## config.mk

```make
export PLATFORM = sky130hd
export DESIGN_NAME = led_meter_ctrl
export DESIGN_NICKNAME = d
export VERILOG_FILES = /design/src/rtl/led_meter_ctrl.sv
export SDC_FILE = /design/constraint.sdc
export NUM_CORES = 1
export LEC_CHECK = 0
export CORE_ASPECT_RATIO = 0.7
export CORE_MARGIN = 2
export CORE_UTILIZATION = 34
export DETAILED_ROUTE_END_ITERATION = 10
export GPL_TIMING_DRIVEN = 0
export SKIP_LAST_GASP = 1
export SYNTH_ARGS = -nofsm -noshare
export SYNTH_HDL_FRONTEND = slang
export SYNTH_SLANG_ARGS = --single-unit
```

## constraint.sdc

```tcl
create_clock -name clk -period 6.7 [get_ports clk]
set_input_delay 1.005 -clock clk [delete_from_list [all_inputs] [get_ports clk]]
set_output_delay 1.005 -clock clk [all_outputs]
set_load 0.01 [all_outputs]
```

## src/rtl/led_meter_ctrl.sv

```systemverilog
// LED level-meter controller: smoothed level with instant attack and timed decay,
// peak-hold with hold time and fall-off, and a one-hot peak dot for the bar graph.
module led_meter_ctrl #(
  parameter int unsigned TICK_DIV   = 500000,
  parameter int unsigned HOLD_TICKS = 100,
  parameter int unsigned DECAY_STEP = 16
) (
  input  logic       clk,
  input  logic       rst,
  input  logic       sample_valid,
  input  logic [7:0] sample,
  input  logic       clear_peak,
  output logic [7:0] level_out,
  output logic [7:0] peak_out,
  output logic [7:0] peak_led
);

  localparam int unsigned TCW = (TICK_DIV > 1) ? $clog2(TICK_DIV) : 1;
  localparam int unsigned HCW = $clog2(HOLD_TICKS + 1);

  typedef enum logic [1:0] {
    TRACK = 2'd0,
    HOLD  = 2'd1,
    FALL  = 2'd2
  } state_e;

  state_e         state_q, state_d;
  logic [TCW-1:0] tick_cnt_q, tick_cnt_d;
  logic [HCW-1:0] hold_cnt_q, hold_cnt_d;
  logic [7:0]     level_q, level_d;
  logic [7:0]     peak_q, peak_d;
  logic [7:0]     led_q, led_d;

  logic           tick_c;
  logic [7:0]     level_base_c;
  logic [7:0]     peak_dec_c;
  logic [7:0]     peak_fall_c;
  logic [HCW-1:0] hold_inc_c;
  logic [3:0]     seg_cnt_c;

  // Subtract the decay step, computed one bit wider so it clamps at zero.
  function automatic logic [7:0] dec8(input logic [7:0] x);
    logic [8:0] diff;
    diff = {1'b0, x} - 9'(DECAY_STEP);
    return diff[8] ? 8'd0 : diff[7:0];
  endfunction

  // Tick divider and level path.
  always_comb begin
    tick_c       = (tick_cnt_q == TCW'(TICK_DIV - 1));
    tick_cnt_d   = tick_c ? '0 : tick_cnt_q + TCW'(1);
    level_base_c = tick_c ? dec8(level_q) : level_q;
    level_d      = (sample_valid && (sample > level_base_c)) ? sample : level_base_c;
  end

  // Peak FSM; every decision looks at the level being loaded this cycle.
  always_comb begin
    state_d     = state_q;
    peak_d      = peak_q;
    hold_cnt_d  = hold_cnt_q;
    hold_inc_c  = hold_cnt_q + HCW'(1);
    peak_dec_c  = dec8(peak_q);
    peak_fall_c = (peak_dec_c > level_d) ? peak_dec_c : level_d;

    if (clear_peak) begin
      peak_d     = level_d;
      state_d    = TRACK;
      hold_cnt_d = '0;
    end else begin
      case (state_q)
        TRACK: begin
          if (level_d >= peak_q) begin
            peak_d = level_d;
          end else begin
            state_d    = HOLD;
            hold_cnt_d = '0;
          end
        end
        HOLD: begin
          if (level_d >= peak_q) begin
            peak_d     = level_d;
            hold_cnt_d = '0;
          end else if (tick_c) begin
            hold_cnt_d = hold_inc_c;
            if (hold_inc_c == HCW'(HOLD_TICKS)) state_d = FALL;
          end
        end
        FALL: begin
          if (level_d >= peak_q) begin
            peak_d     = level_d;
            state_d    = HOLD;
            hold_cnt_d = '0;
          end else if (tick_c) begin
            peak_d = peak_fall_c;
            if (peak_fall_c == level_d) state_d = TRACK;
          end
        end
        default: begin
          state_d    = TRACK;
          hold_cnt_d = '0;
        end
      endcase
    end

    // Lit segment count rounds the top nibble; the dot marks the highest lit segment.
    seg_cnt_c = 4'((5'(peak_d[7:4]) + 5'd1) >> 1);
    led_d     = 8'((9'd1 << seg_cnt_c) >> 1);
  end

  always_ff @(posedge clk) begin
    if (rst) begin
      state_q    <= TRACK;
      tick_cnt_q <= '0;
      hold_cnt_q <= '0;
      level_q    <= '0;
      peak_q     <= '0;
      led_q      <= '0;
    end else begin
      state_q    <= state_d;
      tick_cnt_q <= tick_cnt_d;
      hold_cnt_q <= hold_cnt_d;
      level_q    <= level_d;
      peak_q     <= peak_d;
      led_q      <= led_d;
    end
  end

  assign level_out = level_q;
  assign peak_out  = peak_q;
  assign peak_led  = led_q;

endmodule

```

==> out/summary.txt, run 1 <==
Run status = complete, no violations
Row count = 32
I/O Pins = 36
TritonRoute pass-1 iters = 4
Routability congestion estimate = 0.913
Clock skew = 0.00963 ns
Area grow syn2layout = 27.7%
Setup Crit Path Kind = flip-flop to flip-flop
Minimum clock period = 6.45 ns
IO buf count = 35
Layout cells sized above 1 = 16.4%
Most common library cell in the layout ignoring fill and taps = nor2_1
HP Class = flip-flop to flip-flop
Chip height = 92.3 um
Leak pwr = 1.78 nW
Remaining Overflow, GRT = 0
Worst setup EP type = flip-flop
Synth cell types = 79
Final setup violation count = 0
Clk buf depth = 2
# DRC = 0
# nets final = 585
Die ar. = 12000 um^2
Routed Antenna Nets = 0
Arr. time, crit path = 6.67 ns
Sequential-to-total area share from yosys stat = 27.5%
Internal reg-to-reg setup slack = 0.25 ns
Via count = 3858
Syn Nets = 529
Max-cap violations = 0
Fmax achieved = 155 MHz
CTS tree = yes
Buffers & Inverters on Critical Path = 3
Iteration-0 DRC Markers = 346
WP data required = 6.92 ns
Fillcell total = 1064
Critical path fanouts, max = 5
DR WL/cell = 16.1 um
Largest net degree at the start of global routing = 17
Synth warn = 0
Post-Syn Instances = 491
Core area = 10900 um^2
M3 GR Usage = 3.52%
Max-slew violations = 0
Commonest non-fill, non-tap cells in the layout = nor2_1, dfxtp_1, clkdlybuf4s50_1, nand2_1, inv_1
Die Width = 130 um
Initial antenna violation count = 0
Clk_lat worst skew = 0.30 ns
Synthesized area = 3790 um^2
Critical path's slowest cell = or4b_4
Ant diodes = 0
CTS HTree Levels = 2
CTS Sinks = 52
Synth Register Bits = 52
M1 GR Usage = 29.3%
DPL Wire Length = 8.30 mm
Slew HR = 10.7%
CTS clk-pin slew, worst paths = 0.07 ns
Critical Path Source Type = flip-flop
Initial Util = 34.7%
Hold Violations, Final = 0
Maximum vdd drop = 126 uV
Synth Flop Type = dfxtp_1
Via density per instance = 5.50
Power per cell area = 362 nW/um^2
Final core occ = 44.3%
First-pass GRT wire length = 18.1 mm
Hold_ws = 0.464 ns
Met2 Usage GRT = 26.9%
Top delay family on crit path = simple AND/OR/NAND/NOR gates
CP peak stage delay = 0.56 ns
Syn Area/Cell = 7.72 um^2
CTS root buf = clkbuf_16
Vias in the first global route = 3599
Least-Margin Pin Slew = 1.32 ns
Clock buffer count from CTS = 5
Routed WL = 11.3 mm
GRT Util Overall = 18.9%
Final worst-path cycle share = 96.2%
Post-synth EDFFs = 0
GR peak layer = met1
Async S/R FF share, synth = 0%
## cells by family after synthesis
| family | count (synthesis) | share of synthesized area [%] |
|---|---|---|
| fa+ha+maj | 27 | 8.88 |
| xor+xnor | 26 | 6.01 |
| buf+inv | 47 | 4.79 |
| flops | 52 | 27.5 |
| simple gates | 222 | 30.2 |
| mux | 3 | 0.958 |
| compound gates | 114 | 21.7 |
## sequential cells by signal (all words and copies together), names as in the netlist
| name | flops |
|---|---|
| hold_cnt_q | 7 |
| state_q | 2 |
| peak_out | 8 |
| peak_led | 8 |
| level_out | 8 |
| tick_cnt_q | 19 |
## Yosys cell counts (3+ instances only)
master     count  share of area [%]
o311ai_1       3               0.69
dfxtp_1       52                 27
inv_1         29                2.9
a22oi_1        5               0.99
nor3_1        16                2.1
o21ai_2        3               0.69
clkbuf_1      12                1.2
nand2b_1       7                1.2
nand3b_1       5               0.99
o21ai_0       18                2.4
nand2_1       33                3.3
nor4_1         5               0.83
and3_1         8                1.3
nand4_1       10                1.7
o211ai_1       4               0.79
or3_1          8                1.3
nor2_1        73                7.2
xnor2_1       15                3.5
xor2_1        11                2.5
a21o_1        11                2.2
buf_2          4               0.53
o22ai_1        4               0.66
and2_1         4               0.66
nand3_1       24                3.2
o2111ai_1      4               0.92
a21oi_1       27                3.6
ha_1          26                8.6
o21a_1         3               0.59
nor2b_1        7                1.2
## metal layers
metal,share of wire (%),up-vias,wire [um]
met1,52,1844,5830
met3,5.8,13,659
met2,42,114,4700
met4,1.1,0,126
li1,-,1887,-
met5,0,-,0
## metrics by stage
step	instance area [um^2]	cells	setup WS (ns)	power [mW]	TNS, ns
finish	4840	701	0.252	1.75	0
global route	4840	701	-0.0378	1.87	-0.0784
CTS	4550	691	0.0533	1.62	0
detailed placement	4330	679	-1.38	1.32	-12.32
global placement	4330	679	-1.35	1.30	-11.24
floorplan	3790	491	0.268	1.04	0
## area by class of cell
type | count | area [um^2] | share of cell area, %
plain buffers | 17 | 75.1 | 1.55
clock buffers | 6 | 129 | 2.66
clock inverters | 2 | 13.8 | 0.285
inverters | 30 | 113 | 2.33
multi-input cells | 392 | 2820 | 58.2
flip-flops and latches | 52 | 1040 | 21.6
well taps | 153 | 191 | 3.96
repair buffers | 49 | 455 | 9.42
## worst paths after layout
check                               startpoint            end  cells past startpoint
worst min-delay path             tick_cnt_q[0]  tick_cnt_q[0]                      1
worst min register to register   tick_cnt_q[0]  tick_cnt_q[0]                      1
worst max register to register  tick_cnt_q[12]    peak_led[5]                     30
worst max-delay path            tick_cnt_q[12]    peak_led[5]                     30
## repair_timing
action                                  in CTS  in global routing
pin swaps                                    3                 13
buffers inserted                             4                 10
gates resized for setup                     12                 47
hold buffers                                 0                  0
endpoints found under the setup margin      24                  8
## power breakdown
group	switching, mW	internal [mW]	total (mW)
clock	0.126	0.140	0.266
sequential	0.0372	0.351	0.388
combinational	0.650	0.445	1.10
Power figures use the tool's default switching activity.
==> run 2: changes to the inputs <==
--- a/config.mk
+++ b/config.mk
@@ -8,6 +8,7 @@
 export CORE_ASPECT_RATIO = 0.7
 export CORE_MARGIN = 2
 export CORE_UTILIZATION = 34
+export CTS_BUF_LIST = sky130_fd_sc_hd__clkbuf_8 sky130_fd_sc_hd__clkbuf_16
 export DETAILED_ROUTE_END_ITERATION = 10
 export GPL_TIMING_DRIVEN = 0
 export SKIP_LAST_GASP = 1
==> run 2 against run 1 <==
Via count barely moved. First-iteration DRC count stayed put. Die area is the same. Non-clock buffer count did not move. Highest routed layer unchanged.
==> out/summary.txt, run 2 (synthesized netlist as in run 1, its figures left out) <==
Final setup violation count = 0 (unchanged)
Hold path depth = 1 (unchanged)
Layout cells sized above 1 = 16.4% (unchanged)
Comb pwr share = 62.7% (was 62.6%)
Hold Violations, Final = 0 (unchanged)
Max-slew violations = 0 (unchanged)
# DRC = 0 (unchanged)
Buffers & Inverters on Critical Path = 3 (unchanged)
Max reg flops = 19 (unchanged)
Commonest non-fill, non-tap cells in the layout = nor2_1, dfxtp_1, clkdlybuf4s50_1, nand2_1, inv_1 (unchanged)
Via count = 3861 (was 3858)
Die ar. = 12000 um^2 (unchanged)
Via density per instance = 5.51 (was 5.50)
Arr. time, crit path = 6.67 ns (about the same)
Area grow syn2layout = 27.7% (unchanged)
Remaining Overflow, GRT = 0 (unchanged)
Routed Antenna Nets = 0 (unchanged)
Vias in the first global route = 3599 (unchanged)
Leak pwr = 1.79 nW (was 1.78 nW)
I/O Pins = 36 (unchanged)
Top delay family on crit path = simple AND/OR/NAND/NOR gates (unchanged)
P_int = 0.934 mW (was 0.936 mW)
Run status = complete, no violations (unchanged)
First-pass GRT wire length = 18.1 mm (unchanged)
Initial Util = 34.7% (unchanged)
TritonRoute pass-1 iters = 4 (unchanged)
GRT Util Overall = 18.9% (unchanged)
WP data required = 6.92 ns (about the same)
CTS HTree Levels = 2 (unchanged)
Critical Path Source Type = flip-flop (unchanged)
Routed WL = 11.3 mm (about the same)
DR WL/cell = 16.2 um (was 16.1 um)
Iteration-0 DRC Markers = 346 (unchanged)
Largest net degree at the start of global routing = 17 (unchanged)
CP peak stage delay = 0.56 ns (about the same)
CTS Hold Buffers Added = 0 (unchanged)
Worst setup EP type = flip-flop (unchanged)
Critical path fanouts, max = 5 (unchanged)
Chip height = 92.3 um (unchanged)
Switch share = 46.6% (was 46.5%)
Die Width = 130 um (unchanged)
Least-Margin Pin Slew = 1.32 ns (about the same)
Max-cap violations = 0 (unchanged)
CTS clk-pin slew, worst paths = 0.07 ns (about the same)
CTS tree = yes (unchanged)
Power per cell area = 361 nW/um^2 (was 362 nW/um^2)
CTS root buf = clkbuf_16 (unchanged)
Initial antenna violation count = 0 (unchanged)
Most common library cell in the layout ignoring fill and taps = nor2_1 (unchanged)
# nets final = 585 (unchanged)
Largest register by flop count = tick_cnt_q (unchanged)
Ant diodes = 0 (unchanged)
Minimum clock period = 6.45 ns (about the same)
Setup TNS Final = 0 ns (unchanged)
DPL Wire Length = 8.30 mm (unchanged)
Clock skew = 0.00943 ns (was 0.00963 ns)
IO buf count = 35 (unchanged)
Fmax achieved = 155 MHz (about the same)
CTS Sinks = 52 (unchanged)
Critical path's slowest cell = or4b_4 (unchanged)
Internal reg-to-reg setup slack = 0.25 ns (about the same)
Fraction of power consumed by sequential logic = 22.2% (about the same)
HP Class = flip-flop to flip-flop (unchanged)
Cells on worst reg2reg path = 30 (unchanged)
Final worst-path cycle share = 96.2% (about the same)
Clk buf depth = 2 (unchanged)
Pwr Total = 1.75 mW (about the same)
Maximum vdd drop = 127 uV (was 126 uV)
Post-Place Setup Slack = -1.38 ns (unchanged)
Fin worst setup slack = 0.254 ns (was 0.252 ns)
Setup Crit Path Kind = flip-flop to flip-flop (unchanged)
Routability congestion estimate = 0.913 (unchanged)
Clock group share of total power = 15.2% (about the same)
Critical path depth in cells = 30 (unchanged)
Psw = 0.814 mW (about the same)
Clock buffer count from CTS = 5 (unchanged)
Slew HR = 10.8% (was 10.7%)
Clk_lat worst skew = 0.30 ns (about the same)
Core area = 10900 um^2 (unchanged)
Row count = 32 (unchanged)
run 2: cell types whose count changed in the layout (fill, tap and decap cells not counted), sizes merged:
cell    change
clkbuf      -1
inv         +1
run 2: power by group through the flow:
| stage | registers, mW | clock network, mW | logic [mW] |
|---|---|---|---|
| after global routing | 0.392 | 0.284 | 1.20 |
| after global placement | 0.393 | 0 | 0.905 |
| after CTS | 0.386 | 0.273 | 0.960 |
| final | 0.388 | 0.265 | 1.10 |
| after detailed placement | 0.393 | 0 | 0.923 |
| after floorplan | 0.402 | 0 | 0.640 |
run 2: final cells by class:
type / count / area, um^2
multi-input cells: 392 / 2820
well taps: 153 / 191
flip-flops and latches: 52 / 1040
fillers: 1064 / 6090
inverters: 30 / 113
repair buffers: 49 / 455
plain buffers: 17 / 75.1
clock buffers: 5 / 125
clock inverters: 3 / 17.5
run 2: path summary, 6_finish.rpt:
check                                endpoint      startpoint
worst min register to register  tick_cnt_q[0]   tick_cnt_q[0]
worst max register to register    peak_led[5]  tick_cnt_q[12]
worst min-delay path            tick_cnt_q[0]   tick_cnt_q[0]
worst max-delay path              peak_led[5]  tick_cnt_q[12]
run 2: layer usage:
metal / vias to the layer above / global-route usage (%) / share of wire (%)
li1: 1886 / - / -
met1: 1848 / 29.3 / 52
met2: 114 / 26.9 / 42
met3: 13 / 3.52 / 5.8
met4: 0 / 4.03 / 1.1
met5: - / 0 / 0
run 2: timing repair:
action,CTS,global route
buffers inserted,4,10
endpoints found under the setup margin,24,8
pin swaps,3,13
cloned,0,0
resized for setup,12,47
run 2: through the flow:
step           util (%)  hold slack (ns)  cell area, um^2  instances
3_3_place_gp       39.6            0.448             4330        679
4_1_cts            41.7            0.473             4550        691
3_5_place_dp       39.6            0.455             4330        679
5_1_grt            44.3            0.494             4840        701
2_1_floorplan         -            0.430             3790        491
6_report           44.3            0.464             4840        701
